===== src/rtl/ctrl_step_sequencer_pkg.sv =====
// Shared definitions for the hardwired control sequencer: opcodes, ALU selects, FSM states, strobe bundle.
// Latency: none (declarations only).
// Backpressure: none (declarations only).
package cpu_ctrl_pkg;

    // Opcode field values (IR[31:27])
    localparam logic [4:0] OP_LD   = 5'b00000;
    localparam logic [4:0] OP_LDI  = 5'b00001;
    localparam logic [4:0] OP_ST   = 5'b00010;
    localparam logic [4:0] OP_ADD  = 5'b00011;
    localparam logic [4:0] OP_SUB  = 5'b00100;
    localparam logic [4:0] OP_AND  = 5'b00101;
    localparam logic [4:0] OP_OR   = 5'b00110;
    localparam logic [4:0] OP_SHR  = 5'b00111;
    localparam logic [4:0] OP_SHRA = 5'b01000;
    localparam logic [4:0] OP_SHL  = 5'b01001;
    localparam logic [4:0] OP_ROR  = 5'b01010;
    localparam logic [4:0] OP_ROL  = 5'b01011;
    localparam logic [4:0] OP_ADDI = 5'b01100;
    localparam logic [4:0] OP_ANDI = 5'b01101;
    localparam logic [4:0] OP_ORI  = 5'b01110;
    localparam logic [4:0] OP_BR   = 5'b10010;
    localparam logic [4:0] OP_NOP  = 5'b11010;
    localparam logic [4:0] OP_HALT = 5'b11011;

    // ALU operation selects
    localparam logic [4:0] ALU_ADD = 5'b00011;
    localparam logic [4:0] ALU_AND = 5'b00101;
    localparam logic [4:0] ALU_OR  = 5'b00110;

    typedef enum logic [1:0] {
        ST_IDLE = 2'd0,
        ST_EXEC = 2'd1,
        ST_HALT = 2'd2
    } state_t;

    // One bit per datapath control strobe
    typedef struct packed {
        logic pc_out;
        logic mar_in;
        logic inc_pc;
        logic z_in;
        logic zlo_out;
        logic pc_in;
        logic mdr_read;
        logic mdr_in;
        logic mdr_out;
        logic ir_in;
        logic y_in;
        logic c_out;
        logic ba_out;
        logic gra;
        logic grb;
        logic grc;
        logic r_in;
        logic r_out;
        logic con_ff_in;
        logic wren;
    } strobes_t;

    function automatic logic is_rtype(input logic [4:0] op);
        return (op >= OP_ADD) && (op <= OP_ROL);
    endfunction

    function automatic logic is_imm(input logic [4:0] op);
        return (op == OP_ADDI) || (op == OP_ANDI) || (op == OP_ORI);
    endfunction

endpackage


===== src/rtl/ctrl_step_sequencer_if.sv =====
// Bundle between the sequencer and its surroundings: IR/CON_FF/memory inputs, datapath strobes and status.
// Latency: none (wires only).
// Backpressure: mem_ready is the only throttle; the sequencer drives, the datapath never pushes back otherwise.
interface ctrl_step_sequencer_if #(
    parameter int OPC_W    = 5,
    parameter int ALU_W    = 5,
    parameter int MAX_STEP = 7
);
    localparam int STEP_W = $clog2(MAX_STEP + 1);

    logic              run;
    logic [OPC_W-1:0]  opcode;
    logic              con_ff;
    logic              mem_ready;

    logic              pc_out;
    logic              mar_in;
    logic              inc_pc;
    logic              z_in;
    logic              zlo_out;
    logic              pc_in;
    logic              mdr_read;
    logic              mdr_in;
    logic              mdr_out;
    logic              ir_in;
    logic              y_in;
    logic              c_out;
    logic              ba_out;
    logic              gra;
    logic              grb;
    logic              grc;
    logic              r_in;
    logic              r_out;
    logic              con_ff_in;
    logic              wren;
    logic [ALU_W-1:0]  alu_sel;
    logic [STEP_W-1:0] step;
    logic              busy;
    logic              halted;
    logic              illegal;

    // Side that feeds the sequencer and consumes its strobes
    modport master (
        output run, opcode, con_ff, mem_ready,
        input  pc_out, mar_in, inc_pc, z_in, zlo_out, pc_in, mdr_read, mdr_in, mdr_out,
               ir_in, y_in, c_out, ba_out, gra, grb, grc, r_in, r_out, con_ff_in, wren,
               alu_sel, step, busy, halted, illegal
    );

    // The sequencer itself
    modport slave (
        input  run, opcode, con_ff, mem_ready,
        output pc_out, mar_in, inc_pc, z_in, zlo_out, pc_in, mdr_read, mdr_in, mdr_out,
               ir_in, y_in, c_out, ba_out, gra, grb, grc, r_in, r_out, con_ff_in, wren,
               alu_sel, step, busy, halted, illegal
    );
endinterface


===== src/rtl/ctrl_step_sequencer_decode.sv =====
// Combinational map of (opcode, step, con_ff) to the strobe bundle plus end/halt/wait/illegal flags.
// Latency: purely combinational, zero cycles.
// Backpressure: flags which steps are memory-wait steps; the caller decides whether to hold.
module ctrl_step_decode
    import cpu_ctrl_pkg::*;
#(
    parameter int OPC_W  = 5,
    parameter int ALU_W  = 5,
    parameter int STEP_W = 3
) (
    input  logic [OPC_W-1:0]  opcode_i,
    input  logic [STEP_W-1:0] step_i,
    input  logic              con_ff_i,
    output strobes_t          strb_o,
    output logic [ALU_W-1:0]  alu_sel_o,
    output logic              last_o,
    output logic              mem_wait_o,
    output logic              halt_o,
    output logic              illegal_o
);
    logic [4:0]  op;
    logic [31:0] t;

    assign op = 5'(opcode_i);
    assign t  = 32'(step_i);

    // Fetch steps are opcode-independent; from T3 the opcode class selects the microsteps
    always_comb begin
        strb_o     = '0;
        alu_sel_o  = '0;
        last_o     = 1'b0;
        mem_wait_o = 1'b0;
        halt_o     = 1'b0;
        illegal_o  = 1'b0;
        case (t)
            0: begin
                strb_o.pc_out = 1'b1;
                strb_o.mar_in = 1'b1;
                strb_o.inc_pc = 1'b1;
                strb_o.z_in   = 1'b1;
            end
            1: begin
                strb_o.zlo_out  = 1'b1;
                strb_o.pc_in    = 1'b1;
                strb_o.mdr_read = 1'b1;
                strb_o.mdr_in   = 1'b1;
                mem_wait_o      = 1'b1;
            end
            2: begin
                strb_o.mdr_out = 1'b1;
                strb_o.ir_in   = 1'b1;
            end
            default: begin
                if (op == OP_LD || op == OP_LDI || op == OP_ST) begin
                    case (t)
                        3: begin
                            strb_o.grb    = 1'b1;
                            strb_o.ba_out = 1'b1;
                            strb_o.y_in   = 1'b1;
                        end
                        4: begin
                            strb_o.c_out = 1'b1;
                            strb_o.z_in  = 1'b1;
                            alu_sel_o    = ALU_W'(ALU_ADD);
                        end
                        5: begin
                            strb_o.zlo_out = 1'b1;
                            if (op == OP_LDI) begin
                                strb_o.gra  = 1'b1;
                                strb_o.r_in = 1'b1;
                                last_o      = 1'b1;
                            end else begin
                                strb_o.mar_in = 1'b1;
                            end
                        end
                        6: begin
                            if (op == OP_LD) begin
                                strb_o.mdr_read = 1'b1;
                                strb_o.mdr_in   = 1'b1;
                                mem_wait_o      = 1'b1;
                            end else begin
                                strb_o.gra    = 1'b1;
                                strb_o.r_out  = 1'b1;
                                strb_o.mdr_in = 1'b1;
                            end
                        end
                        7: begin
                            last_o = 1'b1;
                            if (op == OP_LD) begin
                                strb_o.mdr_out = 1'b1;
                                strb_o.gra     = 1'b1;
                                strb_o.r_in    = 1'b1;
                            end else begin
                                strb_o.wren = 1'b1;
                                mem_wait_o  = 1'b1;
                            end
                        end
                        default: last_o = 1'b1;
                    endcase
                end else if (is_rtype(op) || is_imm(op)) begin
                    case (t)
                        3: begin
                            strb_o.grb   = 1'b1;
                            strb_o.r_out = 1'b1;
                            strb_o.y_in  = 1'b1;
                        end
                        4: begin
                            strb_o.z_in = 1'b1;
                            if (is_rtype(op)) begin
                                strb_o.grc   = 1'b1;
                                strb_o.r_out = 1'b1;
                                alu_sel_o    = ALU_W'(op);
                            end else begin
                                strb_o.c_out = 1'b1;
                                if (op == OP_ADDI)
                                    alu_sel_o = ALU_W'(ALU_ADD);
                                else if (op == OP_ANDI)
                                    alu_sel_o = ALU_W'(ALU_AND);
                                else
                                    alu_sel_o = ALU_W'(ALU_OR);
                            end
                        end
                        5: begin
                            strb_o.zlo_out = 1'b1;
                            strb_o.gra     = 1'b1;
                            strb_o.r_in    = 1'b1;
                            last_o         = 1'b1;
                        end
                        default: last_o = 1'b1;
                    endcase
                end else if (op == OP_BR) begin
                    case (t)
                        3: begin
                            strb_o.gra       = 1'b1;
                            strb_o.r_out     = 1'b1;
                            strb_o.con_ff_in = 1'b1;
                        end
                        4: begin
                            strb_o.pc_out = 1'b1;
                            strb_o.y_in   = 1'b1;
                        end
                        5: begin
                            strb_o.c_out = 1'b1;
                            strb_o.z_in  = 1'b1;
                            alu_sel_o    = ALU_W'(ALU_ADD);
                        end
                        6: begin
                            // Branch target is only loaded when the condition holds
                            strb_o.zlo_out = con_ff_i;
                            strb_o.pc_in   = con_ff_i;
                            last_o         = 1'b1;
                        end
                        default: last_o = 1'b1;
                    endcase
                end else if (op == OP_NOP) begin
                    last_o = 1'b1;
                end else if (op == OP_HALT) begin
                    halt_o = 1'b1;
                end else begin
                    // Unknown opcode: flag it once in T3 and retire like a nop
                    illegal_o = (t == 32'd3);
                    last_o    = 1'b1;
                end
            end
        endcase
    end
endmodule


===== src/rtl/ctrl_step_sequencer.sv =====
// Hardwired control sequencer: IDLE -> EXEC T0..TMAX_STEP (fetch then per-opcode microsteps) -> IDLE/T0, or HALT.
// Latency: one step per clock; ld/st 8, br 7, ldi/ALU 6, nop 4 cycles. Outputs are Moore, decoded from registered state.
// Backpressure: with CTRL_SEQ_MEM_WAIT_EN defined, memory steps hold until mem_ready=1; otherwise mem_ready is ignored.
module ctrl_step_sequencer
    import cpu_ctrl_pkg::*;
#(
    parameter int OPC_W    = 5,
    parameter int ALU_W    = 5,
    parameter int MAX_STEP = 7
) (
    input logic                 clk,
    input logic                 clr,
    ctrl_step_sequencer_if.slave bus
);
    localparam int                STEP_W    = $clog2(MAX_STEP + 1);
    localparam logic [STEP_W-1:0] STEP_LAST = STEP_W'(MAX_STEP);

    state_t            state_q, state_d;
    logic [STEP_W-1:0] step_q, step_d;

    strobes_t          dec_strb;
    logic [ALU_W-1:0]  dec_alu;
    logic              dec_last;
    logic              dec_mem_wait;
    logic              dec_halt;
    logic              dec_illegal;
    logic              stall;
    logic              end_instr;

    strobes_t          out_strb;
    logic [ALU_W-1:0]  out_alu;
    logic              out_illegal;

    ctrl_step_decode #(
        .OPC_W  (OPC_W),
        .ALU_W  (ALU_W),
        .STEP_W (STEP_W)
    ) u_decode (
        .opcode_i   (bus.opcode),
        .step_i     (step_q),
        .con_ff_i   (bus.con_ff),
        .strb_o     (dec_strb),
        .alu_sel_o  (dec_alu),
        .last_o     (dec_last),
        .mem_wait_o (dec_mem_wait),
        .halt_o     (dec_halt),
        .illegal_o  (dec_illegal)
    );

`ifdef CTRL_SEQ_MEM_WAIT_EN
    assign stall = dec_mem_wait & ~bus.mem_ready;
`else
    logic unused_mem;
    assign unused_mem = bus.mem_ready ^ dec_mem_wait;
    assign stall      = 1'b0;
`endif

    // The last counter value always retires the instruction, whatever the opcode table says
    assign end_instr = dec_last | (step_q == STEP_LAST);

    // State and step registers; clr clears them immediately, even mid-step or mid-stall
    always_ff @(posedge clk or posedge clr) begin
        if (clr) begin
            state_q <= ST_IDLE;
            step_q  <= '0;
        end else begin
            state_q <= state_d;
            step_q  <= step_d;
        end
    end

    // Next state: start on run, advance unless stalled, retire to T0 or IDLE, latch into HALT
    always_comb begin
        state_d = state_q;
        step_d  = step_q;
        case (state_q)
            ST_IDLE: begin
                if (bus.run) begin
                    state_d = ST_EXEC;
                    step_d  = '0;
                end
            end
            ST_EXEC: begin
                if (stall) begin
                    step_d = step_q;
                end else if (dec_halt) begin
                    state_d = ST_HALT;
                    step_d  = '0;
                end else if (end_instr) begin
                    state_d = bus.run ? ST_EXEC : ST_IDLE;
                    step_d  = '0;
                end else begin
                    step_d = step_q + STEP_W'(1);
                end
            end
            ST_HALT: begin
                state_d = ST_HALT;
                step_d  = '0;
            end
            default: begin
                state_d = ST_IDLE;
                step_d  = '0;
            end
        endcase
    end

    // Outputs: decoded strobes only while executing, everything quiet in IDLE and HALT
    always_comb begin
        out_strb    = '0;
        out_alu     = '0;
        out_illegal = 1'b0;
        if (state_q == ST_EXEC) begin
            out_strb    = dec_strb;
            out_alu     = dec_alu;
            out_illegal = dec_illegal;
        end
    end

    assign bus.pc_out    = out_strb.pc_out;
    assign bus.mar_in    = out_strb.mar_in;
    assign bus.inc_pc    = out_strb.inc_pc;
    assign bus.z_in      = out_strb.z_in;
    assign bus.zlo_out   = out_strb.zlo_out;
    assign bus.pc_in     = out_strb.pc_in;
    assign bus.mdr_read  = out_strb.mdr_read;
    assign bus.mdr_in    = out_strb.mdr_in;
    assign bus.mdr_out   = out_strb.mdr_out;
    assign bus.ir_in     = out_strb.ir_in;
    assign bus.y_in      = out_strb.y_in;
    assign bus.c_out     = out_strb.c_out;
    assign bus.ba_out    = out_strb.ba_out;
    assign bus.gra       = out_strb.gra;
    assign bus.grb       = out_strb.grb;
    assign bus.grc       = out_strb.grc;
    assign bus.r_in      = out_strb.r_in;
    assign bus.r_out     = out_strb.r_out;
    assign bus.con_ff_in = out_strb.con_ff_in;
    assign bus.wren      = out_strb.wren;
    assign bus.alu_sel   = out_alu;
    assign bus.step      = step_q;
    assign bus.busy      = (state_q == ST_EXEC);
    assign bus.halted    = (state_q == ST_HALT);
    assign bus.illegal   = out_illegal;
endmodule


===== src/flat_wrapper.sv =====
// flat-port wrapper written by rule: the top's interface ports become plain ports
module ctrl_step_sequencer_flat import cpu_ctrl_pkg::*;
#(
    parameter int OPC_W    = 5,
    parameter int ALU_W    = 5,
    parameter int MAX_STEP = 7
)
  (clk, clr, bus_run, bus_opcode, bus_con_ff, bus_mem_ready, bus_pc_out, bus_mar_in, bus_inc_pc, bus_z_in, bus_zlo_out, bus_pc_in, bus_mdr_read, bus_mdr_in, bus_mdr_out, bus_ir_in, bus_y_in, bus_c_out, bus_ba_out, bus_gra, bus_grb, bus_grc, bus_r_in, bus_r_out, bus_con_ff_in, bus_wren, bus_alu_sel, bus_step, bus_busy, bus_halted, bus_illegal);
  ctrl_step_sequencer_if #(.OPC_W(OPC_W), .ALU_W(ALU_W), .MAX_STEP(MAX_STEP)) bus_i ();
  input logic clk;
  input logic clr;
  input wire logic [$bits(bus_i.run)-1:0] bus_run;
  input wire logic [$bits(bus_i.opcode)-1:0] bus_opcode;
  input wire logic [$bits(bus_i.con_ff)-1:0] bus_con_ff;
  input wire logic [$bits(bus_i.mem_ready)-1:0] bus_mem_ready;
  output wire logic [$bits(bus_i.pc_out)-1:0] bus_pc_out;
  output wire logic [$bits(bus_i.mar_in)-1:0] bus_mar_in;
  output wire logic [$bits(bus_i.inc_pc)-1:0] bus_inc_pc;
  output wire logic [$bits(bus_i.z_in)-1:0] bus_z_in;
  output wire logic [$bits(bus_i.zlo_out)-1:0] bus_zlo_out;
  output wire logic [$bits(bus_i.pc_in)-1:0] bus_pc_in;
  output wire logic [$bits(bus_i.mdr_read)-1:0] bus_mdr_read;
  output wire logic [$bits(bus_i.mdr_in)-1:0] bus_mdr_in;
  output wire logic [$bits(bus_i.mdr_out)-1:0] bus_mdr_out;
  output wire logic [$bits(bus_i.ir_in)-1:0] bus_ir_in;
  output wire logic [$bits(bus_i.y_in)-1:0] bus_y_in;
  output wire logic [$bits(bus_i.c_out)-1:0] bus_c_out;
  output wire logic [$bits(bus_i.ba_out)-1:0] bus_ba_out;
  output wire logic [$bits(bus_i.gra)-1:0] bus_gra;
  output wire logic [$bits(bus_i.grb)-1:0] bus_grb;
  output wire logic [$bits(bus_i.grc)-1:0] bus_grc;
  output wire logic [$bits(bus_i.r_in)-1:0] bus_r_in;
  output wire logic [$bits(bus_i.r_out)-1:0] bus_r_out;
  output wire logic [$bits(bus_i.con_ff_in)-1:0] bus_con_ff_in;
  output wire logic [$bits(bus_i.wren)-1:0] bus_wren;
  output wire logic [$bits(bus_i.alu_sel)-1:0] bus_alu_sel;
  output wire logic [$bits(bus_i.step)-1:0] bus_step;
  output wire logic [$bits(bus_i.busy)-1:0] bus_busy;
  output wire logic [$bits(bus_i.halted)-1:0] bus_halted;
  output wire logic [$bits(bus_i.illegal)-1:0] bus_illegal;
  assign bus_i.run = bus_run;
  assign bus_i.opcode = bus_opcode;
  assign bus_i.con_ff = bus_con_ff;
  assign bus_i.mem_ready = bus_mem_ready;
  assign bus_pc_out = bus_i.pc_out;
  assign bus_mar_in = bus_i.mar_in;
  assign bus_inc_pc = bus_i.inc_pc;
  assign bus_z_in = bus_i.z_in;
  assign bus_zlo_out = bus_i.zlo_out;
  assign bus_pc_in = bus_i.pc_in;
  assign bus_mdr_read = bus_i.mdr_read;
  assign bus_mdr_in = bus_i.mdr_in;
  assign bus_mdr_out = bus_i.mdr_out;
  assign bus_ir_in = bus_i.ir_in;
  assign bus_y_in = bus_i.y_in;
  assign bus_c_out = bus_i.c_out;
  assign bus_ba_out = bus_i.ba_out;
  assign bus_gra = bus_i.gra;
  assign bus_grb = bus_i.grb;
  assign bus_grc = bus_i.grc;
  assign bus_r_in = bus_i.r_in;
  assign bus_r_out = bus_i.r_out;
  assign bus_con_ff_in = bus_i.con_ff_in;
  assign bus_wren = bus_i.wren;
  assign bus_alu_sel = bus_i.alu_sel;
  assign bus_step = bus_i.step;
  assign bus_busy = bus_i.busy;
  assign bus_halted = bus_i.halted;
  assign bus_illegal = bus_i.illegal;
  ctrl_step_sequencer #(.OPC_W(OPC_W), .ALU_W(ALU_W), .MAX_STEP(MAX_STEP)) u_core (.clk(clk), .clr(clr), .bus(bus_i));
endmodule

===== config.mk =====
export PLATFORM = sky130hd
export DESIGN_NAME = ctrl_step_sequencer_flat
export DESIGN_NICKNAME = d
export VERILOG_FILES = /design/src/rtl/ctrl_step_sequencer_pkg.sv /design/src/rtl/ctrl_step_sequencer_if.sv /design/src/rtl/ctrl_step_sequencer_decode.sv /design/src/rtl/ctrl_step_sequencer.sv /design/src/flat_wrapper.sv
export SDC_FILE = /design/constraint.sdc
export NUM_CORES = 1
export LEC_CHECK = 0
export CAP_MARGIN = 20
export CORE_MARGIN = 2
export CORE_UTILIZATION = 44
export CTS_CLUSTER_DIAMETER = 150
export DETAILED_ROUTE_END_ITERATION = 7
export GPL_TIMING_DRIVEN = 0
export PLACE_DENSITY = 0.91
export SYNTH_ARGS = -nofsm -noshare
export SYNTH_HDL_FRONTEND = slang
export SYNTH_SLANG_ARGS = --single-unit
export TNS_END_PERCENT = 1

===== constraint.sdc =====
create_clock -name clk -period 3.5 [get_ports clk]
set_input_delay 1.05 -clock clk [delete_from_list [all_inputs] [get_ports clk]]
set_output_delay 1.05 -clock clk [all_outputs]
set_load 0.01 [all_outputs]

# After elaboration in Yosys (flattened, before gate mapping)
# Cells that the tools add are included.
# Widths: inputs -> output; s select.
[word_totals]
wordCells = 138
regBits = 5
in_bits = 10
output_inout_bits = 31
[classes]
magnitude_cmp = 2
n_mux = 96
bitwise = 1
eq_ne = 19
addsub = 1
reduce_logical = 17
[ops]
columns = ["cell", "n"]
rows = [
  ["$mux 1", 53],
  ["$mux 2", 18],
  ["$mux 5", 7],
  ["$logic_not 32->1", 1],
  ["$mux 20", 1],
  ["$mux 3", 6],
  ["$eq 5x4->1 const B", 3],
  ["$eq 5x5->1 const B", 3],
  ["$eq 3x3->1 const B", 4],
  ["$mux 10", 1],
  ["$pmux 1 s2", 5],
  ["$reduce_or 3->1", 3],
  ["$pmux 4 s2", 1],
  ["$reduce_or 2->1", 4],
  ["$eq 3x2->1 const B", 2],
  ["$pmux 2 s3", 1],
  ["$pmux 3 s2", 1],
  ["$eq 5x1->1 const B", 1],
  ["$eq 5x2->1 const B", 1],
  ["$ge 5x2->1 const B", 1],
  ["$le 5x4->1 const B", 1],
  ["$logic_not 5->1", 1],
  ["$logic_or 1x1->1", 5],
  ["$pmux 2 s2", 1],
  ["11 further kinds", 11],
]

# Depth between registers and ports, before layout
# Gate-level depths: netlist of run 1.
[logic_depth]
depth_word = 11
depth_mapped = 8
ltp_nobuf = 7

# Cells and area by module
# From an unflattened synthesis of run 1, not the netlist that was laid out.
[hier_totals]
hier_cells = 170
hier_area_um2 = 1131.1
[modules_own_cells]
columns = ["mod", "cells_per_inst", "area_per_inst_um2", "instances", "seq_area_each_um2"]
rows = [
  ["ctrl_step_decode", 119, 689.4, 1, 0.0],
  ["ctrl_step_sequencer", 51, 441.7, 1, 125.1],
]

# Worst setup path after synthesis of run 1
# No wires, ideal clock.
[synth_path]
path_kind = "in2out"
startpoint = "input port bus_opcode[2]"
endpoint = "output port bus_r_out"
t_arrival_ns = 2.177
slack_ns = 0.273
path_buffers = 1
cell_stages = 6
required_time_ns = 2.450
cell_sequence = "buf_2 -> a41o_1 -> a21oi_1 -> a21boi_2 -> o22ai_1 -> a21oi_1"
[synth_between]
elab_chain_cells = 8
word_cells_on_any_way = 24
cone_classes = "2 x order compare; 6 x eq/ne; 9 x mux; 7 x reduce/logical"
[synth_lines]
columns = ["element", "line", "rtl"]
rows = [
  ["start: declaration", "flat_wrapper.sv:13", "input wire logic [$bits(bus_i.opcode)-1:0] bus_opcode;"],
  ["$ge 5x2->1, or another cell as far along", "ctrl_step_sequencer_pkg.sv:62", "return (op >= OP_ADD) && (op <= OP_ROL);"],
  ["$logic_and 1x1->1 / $logic_or 1x1->1 (equally long branches)", "ctrl_step_sequencer_pkg.sv:62, ctrl_step_sequencer_pkg.sv:66", ""],
  ["$mux 1 / $logic_or 1x1->1 (equally long branches)", "ctrl_step_sequencer_decode.sv:109, ctrl_step_sequencer_pkg.sv:66", ""],
  ["$pmux 1 s2 / $logic_or 1x1->1 (equally long branches)", "ctrl_step_sequencer_decode.sv:101, ctrl_step_sequencer_decode.sv:100", ""],
  ["$mux 1", "ctrl_step_sequencer_decode.sv:100", "end else if (is_rtype(op) || is_imm(op)) begin"],
  ["$mux 2 (*)", "ctrl_step_sequencer_decode.sv:54", "if (op == OP_LD || op == OP_LDI || op == OP_ST) begin"],
  ["$mux 10 (*)", "ctrl_step_sequencer_decode.sv:35", "case (t)"],
  ["$mux 20 (*)", "ctrl_step_sequencer.sv:112", "if (state_q == ST_EXEC) begin"],
  ["end: declaration", "flat_wrapper.sv:33", "output wire logic [$bits(bus_i.r_out)-1:0] bus_r_out;"],
]
# Every way passes the cells marked *; elsewhere a longest branch is shown, timed or not.

# Worst setup path after layout of run 1
[layout_path]
startpoint = "register u_core.step_q[0], in the netlist u_core.bus.step[0]"
endpoint = "output port bus_grb"
[layout_between]
elab_chain_cells = 6
word_cells_on_any_way = 10
cone_classes = "3 x eq/ne; 5 x mux; 2 x reduce/logical"
[layout_lines]
columns = ["element", "line", "rtl"]
rows = [
  ["start: declaration", "ctrl_step_sequencer.sv:19", "logic [STEP_W-1:0] step_q, step_d;"],
  ["start signal: assignment", "ctrl_step_sequencer.sv:68", "step_q <= step_d;"],
  ["$eq 3x2->1", "ctrl_step_sequencer_decode.sv:55, ctrl_step_sequencer_decode.sv:101", ""],
  ["$mux 1", "ctrl_step_sequencer_decode.sv:55, ctrl_step_sequencer_decode.sv:101", ""],
  ["$mux 3", "ctrl_step_sequencer_decode.sv:100", ""],
  ["$mux 2", "ctrl_step_sequencer_decode.sv:54", ""],
  ["$mux 10 (*)", "ctrl_step_sequencer_decode.sv:35", ""],
  ["$mux 20 (*)", "ctrl_step_sequencer.sv:112", ""],
  ["end: declaration", "flat_wrapper.sv:30", "output wire logic [$bits(bus_i.grb)-1:0] bus_grb;"],
]
# Marked as above.

==> impl_metrics.py, run 1 <==
metrics = {
    "status": {
        "run_status": "complete, but fails checks",
        "failed_checks": "negative setup slack",
    },
    "power_and_ir_drop": {
        "ir_drop_v": 0.0004023,
        "pwr_density_cell_nw_per_um2": 509.3,
        "p_leak_nw": 0.7881,
    },
    "cts": {
        "tritoncts": "built",
        "cts_hold_buf": 0,
        "cts_root_buf": "sky130_fd_sc_hd__clkbuf_4",
        "clkTransAtPathRegs_ns": 0.04,
        "clk-insertion-delay-late_ns": 0.25,
        "clock_sinks": 5,
        "cts_buffers": 3,
        "ctsLongestPathBuffers": 2,
        "h-tree-depth": 1,
    },
    "final_layout": {
        "fillers": 195,
        "areaGrowthSynthToFinish_pct": 55.30,
        "insertedDiodeCount": 0,
        "layout.nets": 223,
        "finalInstanceArea_um2": 1669,
        "multi_input_area_um2": 964.7,
        "drive_gt1_share_pct": 32.52,
        "register_area_um2": 126.4,
    },
    "route": {
        "num_vias": 1389,
        "routedWlPerCell_um": 15.17,
        "vias_per_cell": 5.936,
        "drt_first_iter_violations": 59,
        "drtAntennaViolNets": 0,
        "drt_drc_violations_left": 0,
        "detail_route.first_pass.iterations": 4,
        "wirelength_um": 3550,
    },
    "logic_synthesis": {
        "edff_count_synth": 0,
        "netlist_area_before_placement_um2": 1075,
        "area_share_of_the_leading_cell_type_in_the_synthesized_netlist_pct": 11.64,
        "ys_ff_latch": 5,
        "yosys-top-cells-area": "sky130_fd_sc_hd__dfrtp_1, sky130_fd_sc_hd__nor2_1, sky130_fd_sc_hd__ha_1, sky130_fd_sc_hd__nand2_1, sky130_fd_sc_hd__a21oi_1",
        "ys.warnings.count": 0,
        "synth_seq_area_share_pct": 11.64,
        "async_reset_ff_share_pct": 100.0,
        "synth_cell_type_count": 47,
        "ys.flop_type": "sky130_fd_sc_hd__dfrtp_1",
        "syn_area_per_cell_um2": 6.890,
        "syn-num-nets": 172,
        "synthDominantAreaCellType": "sky130_fd_sc_hd__dfrtp_1",
        "synth_cells": 156,
    },
    "job": {
        "drv.max_cap_violation_count": 0,
    },
    "die": {
        "fp.dieArea_um2": 2854,
        "placementRows": 17,
        "boundaryPins": 41,
        "fp.dieW_um": 53.43,
        "die-height_um": 53.43,
        "initial_core_util_pct": 47.67,
        "core_box_area_um2": 2255,
    },
    "global_route": {
        "global_route.usage.total_pct": 26.96,
        "grt_antenna_before_repair": 0,
        "grt_max_degree": 11,
        "wire_length_of_the_first_global_routing_pass_um": 5678,
        "number_of_global_route_vias_before_repair": 1254,
        "globalRoute.totalOverflow": 0,
    },
    "placed_design": {
        "gpl.final_weighted_congestion": 0.9328,
        "post_dp_cell_area_um2": 1480,
        "hpwl_um": 2538,
        "count_of_buffers_inserted_at_the_top_level_ports": 37,
    },
    "setup_path": {
        "end_kind": "primary output",
        "critical_path_class": "reg -> out",
        "crit_path_start_kind": "flop",
        "slack_of_the_worst_reg_to_reg_path_ns": 1.36,
        "wp_data_arrival_ns": 2.45,
        "critical_path.max_fanout": 9,
        "critPathRequiredTime_ns": 2.45,
    },
    "sta": {
        "finalSetupViolations": 1,
        "holdWs_ns": 0.5132,
        "final-max-slew-violation-count": 0,
        "skew_ns": 0.006645,
        "finalHoldViolations": 0,
        "worst_slack_ns": -0.0007279,
        "min_period_ns": 3.501,
        "rsz0062_at_grt": "true",
        "fmaxAchievable_ghz": 0.2857,
        "final.period_utilization_pct": 100.0,
    },
    "worst_hold_path": {
        "worst_min_delay_path_category": "reg -> reg",
    },
}
-- cells in the mapped netlist, types with 2 or more instances --
cell type / n
sky130_fd_sc_hd__ha_1: 6
sky130_fd_sc_hd__nor3_1: 5
sky130_fd_sc_hd__clkbuf_1: 2
sky130_fd_sc_hd__inv_1: 7
sky130_fd_sc_hd__nand3_1: 2
sky130_fd_sc_hd__o22ai_1: 2
sky130_fd_sc_hd__buf_6: 3
sky130_fd_sc_hd__a31oi_1: 6
sky130_fd_sc_hd__and3_1: 5
sky130_fd_sc_hd__nor2b_1: 4
sky130_fd_sc_hd__a41o_1: 2
sky130_fd_sc_hd__dfrtp_1: 5
sky130_fd_sc_hd__o21bai_1: 2
sky130_fd_sc_hd__o21ai_0: 6
sky130_fd_sc_hd__a211oi_1: 2
sky130_fd_sc_hd__nand2b_1: 3
sky130_fd_sc_hd__nor2_2: 2
sky130_fd_sc_hd__o21ai_2: 4
sky130_fd_sc_hd__nand2_1: 18
sky130_fd_sc_hd__nand4_1: 4
sky130_fd_sc_hd__buf_2: 6
sky130_fd_sc_hd__nor3_2: 2
sky130_fd_sc_hd__a2111oi_0: 2
sky130_fd_sc_hd__a21oi_1: 13
sky130_fd_sc_hd__nor2_1: 21
-- kinds of logic after synthesis --
kind of cell | share of synthesized area [%]
buffers and inverters | 10.13
AOI/OAI and AO/OA | 35.86
other | 0.3489
adders and majority gates | 6.985
xor gates and xnor gates | 0.8150
DFF | 11.64
and+or+nand+nor | 34.23
-- cell type report --
cell class                 instances  share of cell area, %
multi-input combinational        131                  57.80
timing repair buffer              46                  23.31
sequential                         5                  7.571
buffer                            12                  5.847
tap                               28                  2.099
inverter                           8                  1.799
clock buffer                       4                  1.574
-- power by group --
part | leakage [nW] | switching [mW] | total [mW] | internal [mW]
Combinational | 0.711 | 0.393 | 0.680 | 0.287
Clock | 0.0150 | 0.0236 | 0.0667 | 0.0431
Sequential | 0.0621 | 0.0262 | 0.103 | 0.0772
Total | 0.788 | 0.442 | 0.850 | 0.408
-- worst max-delay path, stage by stage, from the launching register on --
cell                              delay [ns]
sky130_fd_sc_hd__dfrtp_2                0.43
sky130_fd_sc_hd__inv_1                  0.09
sky130_fd_sc_hd__ha_2                   0.26
sky130_fd_sc_hd__nor3_2                 0.25
sky130_fd_sc_hd__nor2_1                 0.14
sky130_fd_sc_hd__nor2_4                 0.22
sky130_fd_sc_hd__nand2_2                0.12
sky130_fd_sc_hd__nor2_1                 0.14
sky130_fd_sc_hd__clkdlybuf4s50_1        0.55
-- layer usage --
layer  vias up  global-route usage (%)  part of all wire (%)
met5         -                       0                     0
met4         0                   13.68                   1.8
met3         8                   3.107                   6.5
met2        66                   45.68                    49
met1       647                   33.05                    43
li1        668                       -                     -
-- sequential cells by signal, summed over array words and instances (netlist names) --
| signal | count |
|---|---|
| u_core.bus.step | 3 |
| u_core.state_q | 2 |
-- per-stage QoR --
step / TNS [ns] / util (%) / cells / setup slack (ns) / power [mW]
2_1_floorplan: 0 / - / 156 / 0.2731 / 0.4939
3_3_place_gp: -12.12 / 65.65 / 221 / -0.8196 / 0.7439
3_5_place_dp: -12.58 / 65.65 / 221 / -0.8146 / 0.7595
4_1_cts: -0.08332 / 74.31 / 234 / -0.08332 / 0.8419
5_1_grt: -0.07622 / 74.03 / 234 / -0.07622 / 0.9102
6_report: -0.0007279 / 74.03 / 234 / -0.0007279 / 0.8500
-- final timing paths --
check / startpoint / to / cells past startpoint
max reg2reg: u_core.bus.step[2] / u_core.bus.step[0] / 7
max in group asynchronous: clr / u_core.bus.step[0] / 2
min in group asynchronous: clr / u_core.state_q[1] / 2
min: u_core.state_q[1] / u_core.state_q[1] / 1
min reg2reg: u_core.state_q[1] / u_core.state_q[1] / 1
max: u_core.bus.step[0] / bus_grb / 8
-- cell usage in the layout, fill, tap and decap left out, types with 6 or more instances in the layout --
master	netlist	routed
sky130_fd_sc_hd__o21ai_0	6	6
sky130_fd_sc_hd__nor2_1	21	21
sky130_fd_sc_hd__buf_2	6	9
sky130_fd_sc_hd__inv_1	7	7
sky130_fd_sc_hd__buf_6	3	6
sky130_fd_sc_hd__buf_4	1	9
sky130_fd_sc_hd__nand2_1	18	15
sky130_fd_sc_hd__clkdlybuf4s50_1	0	11
sky130_fd_sc_hd__a21oi_1	13	12
sky130_fd_sc_hd__dlygate4sd2_1	0	13
-- what timing repair did --
item	4_1_cts	5_1_grt
setup endpoints to repair	23	15
gates resized for setup	78	10
buffers inserted	9	0
pin swaps	12	6
Note: power is estimated with default switching activity, not from simulation.
==> run 2, diff against run 1 <==
--- a/config.mk
+++ b/config.mk
@@ -7,12 +7,13 @@
 export LEC_CHECK = 0
 export CAP_MARGIN = 20
 export CORE_MARGIN = 2
-export CORE_UTILIZATION = 44
+export CORE_UTILIZATION = 40
 export CTS_CLUSTER_DIAMETER = 150
 export DETAILED_ROUTE_END_ITERATION = 7
 export GPL_TIMING_DRIVEN = 0
-export PLACE_DENSITY = 0.91
+export PLACE_DENSITY = 0.84
 export SYNTH_ARGS = -nofsm -noshare
 export SYNTH_HDL_FRONTEND = slang
+export SYNTH_HIERARCHICAL = 1
 export SYNTH_SLANG_ARGS = --single-unit
 export TNS_END_PERCENT = 1
==> run 2 against run 1 <==
  * Total power is 8.6% higher
  * Largest cell class unchanged
  * Combinational power rose by 7.5%
  * Die area grew 13%
  * Synthesized cell count up 7.7%
  * Sequential cell count unchanged
  * Routed wire length decreased by 0.17%
  * Design area increased by 2.5%
  * Sequential power is 26% higher
  * Highest routed layer unchanged
  * Critical path type is now in -> out
  * The flow still finishes with violations (negative setup slack)
  * Clock power shrank 6.4%
==> impl_metrics.py, run 2 <==
metrics = {
    "status": {
        "run_status": "complete, but fails checks",
        "failed_checks": "negative setup slack",
    },
    "cts": {
        "cts_hold_buf": 0,
        "clk-insertion-delay-late_ns": 0.23,
        "cts_buffers": 3,
        "cts_root_buf": "sky130_fd_sc_hd__clkbuf_4",
        "h-tree-depth": 1,
        "clkTransAtPathRegs_ns": 0.04,
        "tritoncts": "built",
        "clock_sinks": 5,
        "ctsLongestPathBuffers": 2,
    },
    "final_layout": {
        "insertedDiodeCount": 0,
        "layout.nets": 232,
        "finalInstanceArea_um2": 1712,
        "final_cell_mix": "sky130_fd_sc_hd__and2_1, sky130_fd_sc_hd__buf_4, sky130_fd_sc_hd__clkdlybuf4s50_1, sky130_fd_sc_hd__nor2_1, sky130_fd_sc_hd__nand2_1",
        "fillers": 241,
        "drive_gt1_share_pct": 26.03,
        "layout.cells.most_common": "sky130_fd_sc_hd__and2_1",
        "largest_register_ff_count": 3,
        "areaGrowthSynthToFinish_pct": 53.88,
    },
    "die": {
        "die-height_um": 56.74,
        "boundaryPins": 41,
        "fp.dieArea_um2": 3219,
        "initial_core_util_pct": 41.41,
        "fp.dieW_um": 56.74,
        "core_box_area_um2": 2686,
        "placementRows": 19,
    },
    "setup_path": {
        "critical_path.cell_chain": "buf_4, buf_6, a2111o_1, buf_4, a31oi_2, o32ai_2, and2_1, buf_2",
        "crit_path_start_kind": "input port",
        "critPathRequiredTime_ns": 2.45,
        "cpPeakStageDelay_ns": 0.47,
        "end_kind": "primary output",
        "critical_path_class": "in -> out",
        "wp_data_arrival_ns": 2.52,
        "critical_path.max_fanout": 7,
        "crit_path_top_delay_cell": "sky130_fd_sc_hd__a2111o_1",
        "crit_top_cell": "sky130_fd_sc_hd__buf_4",
    },
    "global_route": {
        "grt_max_degree": 12,
        "wire_length_of_the_first_global_routing_pass_um": 5878,
        "number_of_global_route_vias_before_repair": 1298,
        "globalRoute.totalOverflow": 0,
        "global_route.usage.total_pct": 22.38,
        "grt_antenna_before_repair": 0,
    },
    "logic_synthesis": {
        "ys.warnings.count": 6,
        "netlist_area_before_placement_um2": 1112,
        "syn_area_per_cell_um2": 6.621,
        "synth_cells": 168,
        "syn-num-nets": 180,
    },
    "sta": {
        "worst-slew-pin-transition_ns": 1.055,
        "rsz0062_at_grt": "true",
        "worst_slack_ns": -0.06814,
        "final-max-slew-violation-count": 0,
        "holdWs_ns": 0.5764,
        "fmaxAchievable_ghz": 0.2803,
        "skew_ns": 0.0002215,
        "timing.max_slew.rel_slack_pct": 27.88,
        "finalHoldViolations": 0,
        "finalSetupViolations": 6,
        "min_period_ns": 3.568,
        "final.period_utilization_pct": 101.9,
    },
    "route": {
        "detail_route.first_pass.iterations": 4,
        "drt_drc_violations_left": 0,
        "drtAntennaViolNets": 0,
        "drt_first_iter_violations": 69,
        "num_vias": 1443,
        "wirelength_um": 3544,
        "routedWlPerCell_um": 14.18,
        "vias_per_cell": 5.772,
    },
    "power_and_ir_drop": {
        "pwr_density_cell_nw_per_um2": 539.5,
        "p_leak_nw": 0.7456,
        "total_power_mw": 0.9234,
        "ir_drop_v": 0.0005269,
    },
    "placed_design": {
        "post_dp_cell_area_um2": 1501,
        "gpl.final_weighted_congestion": 0.9317,
        "count_of_buffers_inserted_at_the_top_level_ports": 35,
        "hpwl_um": 2561,
    },
    "job": {
        "drv.max_cap_violation_count": 0,
    },
    "worst_hold_path": {
        "worst_min_delay_path_category": "reg -> reg",
    },
}
==> run 2: worst max-delay path, delay by kind of cell <==
kind,cells,cell delay (ns)
AO/OA/AOI/OAI,3,0.74
buffers and inverters,4,0.58
AND/OR/NAND/NOR,1,0.16
==> run 2: where the power goes <==
part           switching (mW)  total [mW]  internal [mW]
clock                  0.0196      0.0624         0.0428
combinational           0.366       0.731          0.365
sequential             0.0497       0.130         0.0799
==> run 2: final timing paths <==
check,from,endpoint,slack (ns),cells past startpoint
setup / recovery,bus_opcode[0],bus_r_out,-0.07,8
hold / removal,u_core/state_q[1],u_core/state_q[1],0.58,1
setup reg to reg,u_core/bus.step[0],u_core/bus.step[1],1.08,5
hold reg to reg,u_core/state_q[1],u_core/state_q[1],0.58,1
max in group asynchronous,clr,u_core/bus.step[2],2.33,2
min in group asynchronous,clr,u_core/state_q[0],1.01,2
==> run 2: per-stage QoR <==
stage,utilization [%],setup slack [ns],std cells,TNS (ns)
6_report,63.72,-0.06814,250,-0.2208
2_1_floorplan,-,0.1690,168,0
3_5_place_dp,55.89,-0.9486,234,-16.02
3_3_place_gp,55.89,-0.9182,234,-15.24
5_1_grt,63.72,-0.1511,250,-0.9163
4_1_cts,62.79,-0.1064,248,-0.3189
==> run 2: area by class of cell <==
type                    instances  area [um^2]  area share, %
inverters                       5        18.77          1.096
well taps                      31        38.79          2.266
plain buffers                  16        131.4          7.675
repair buffers                 48        420.4          24.56
flip-flops and latches          5        125.1          7.310
multi-input cells             141        950.9          55.56
clock buffers                   4        26.28          1.535
==> run 2: what timing repair did <==
action,in CTS,in global routing
pin swaps,8,4
resized for setup,68,21
setup endpoints to repair,23,16
setup buffers,11,2
==> run 2: per-layer routing <==
metal / up-vias / track usage, % / wire length, um
li1: 707 / - / -
met1: 660 / 29.19 / 1447
met2: 68 / 38.37 / 1748
met3: 8 / 1.382 / 279
met4: 0 / 8.638 / 69
met5: - / 0 / 0
==> run 3, diff against run 2 <==
--- a/config.mk
+++ b/config.mk
@@ -11,6 +11,7 @@
 export CTS_CLUSTER_DIAMETER = 150
 export DETAILED_ROUTE_END_ITERATION = 7
 export GPL_TIMING_DRIVEN = 0
+export HOLD_SLACK_MARGIN = 0.15
 export PLACE_DENSITY = 0.84
 export SYNTH_ARGS = -nofsm -noshare
 export SYNTH_HDL_FRONTEND = slang
==> results of run 3 <==
No change in the layout: final DEF, timing and power equal those of run 2.
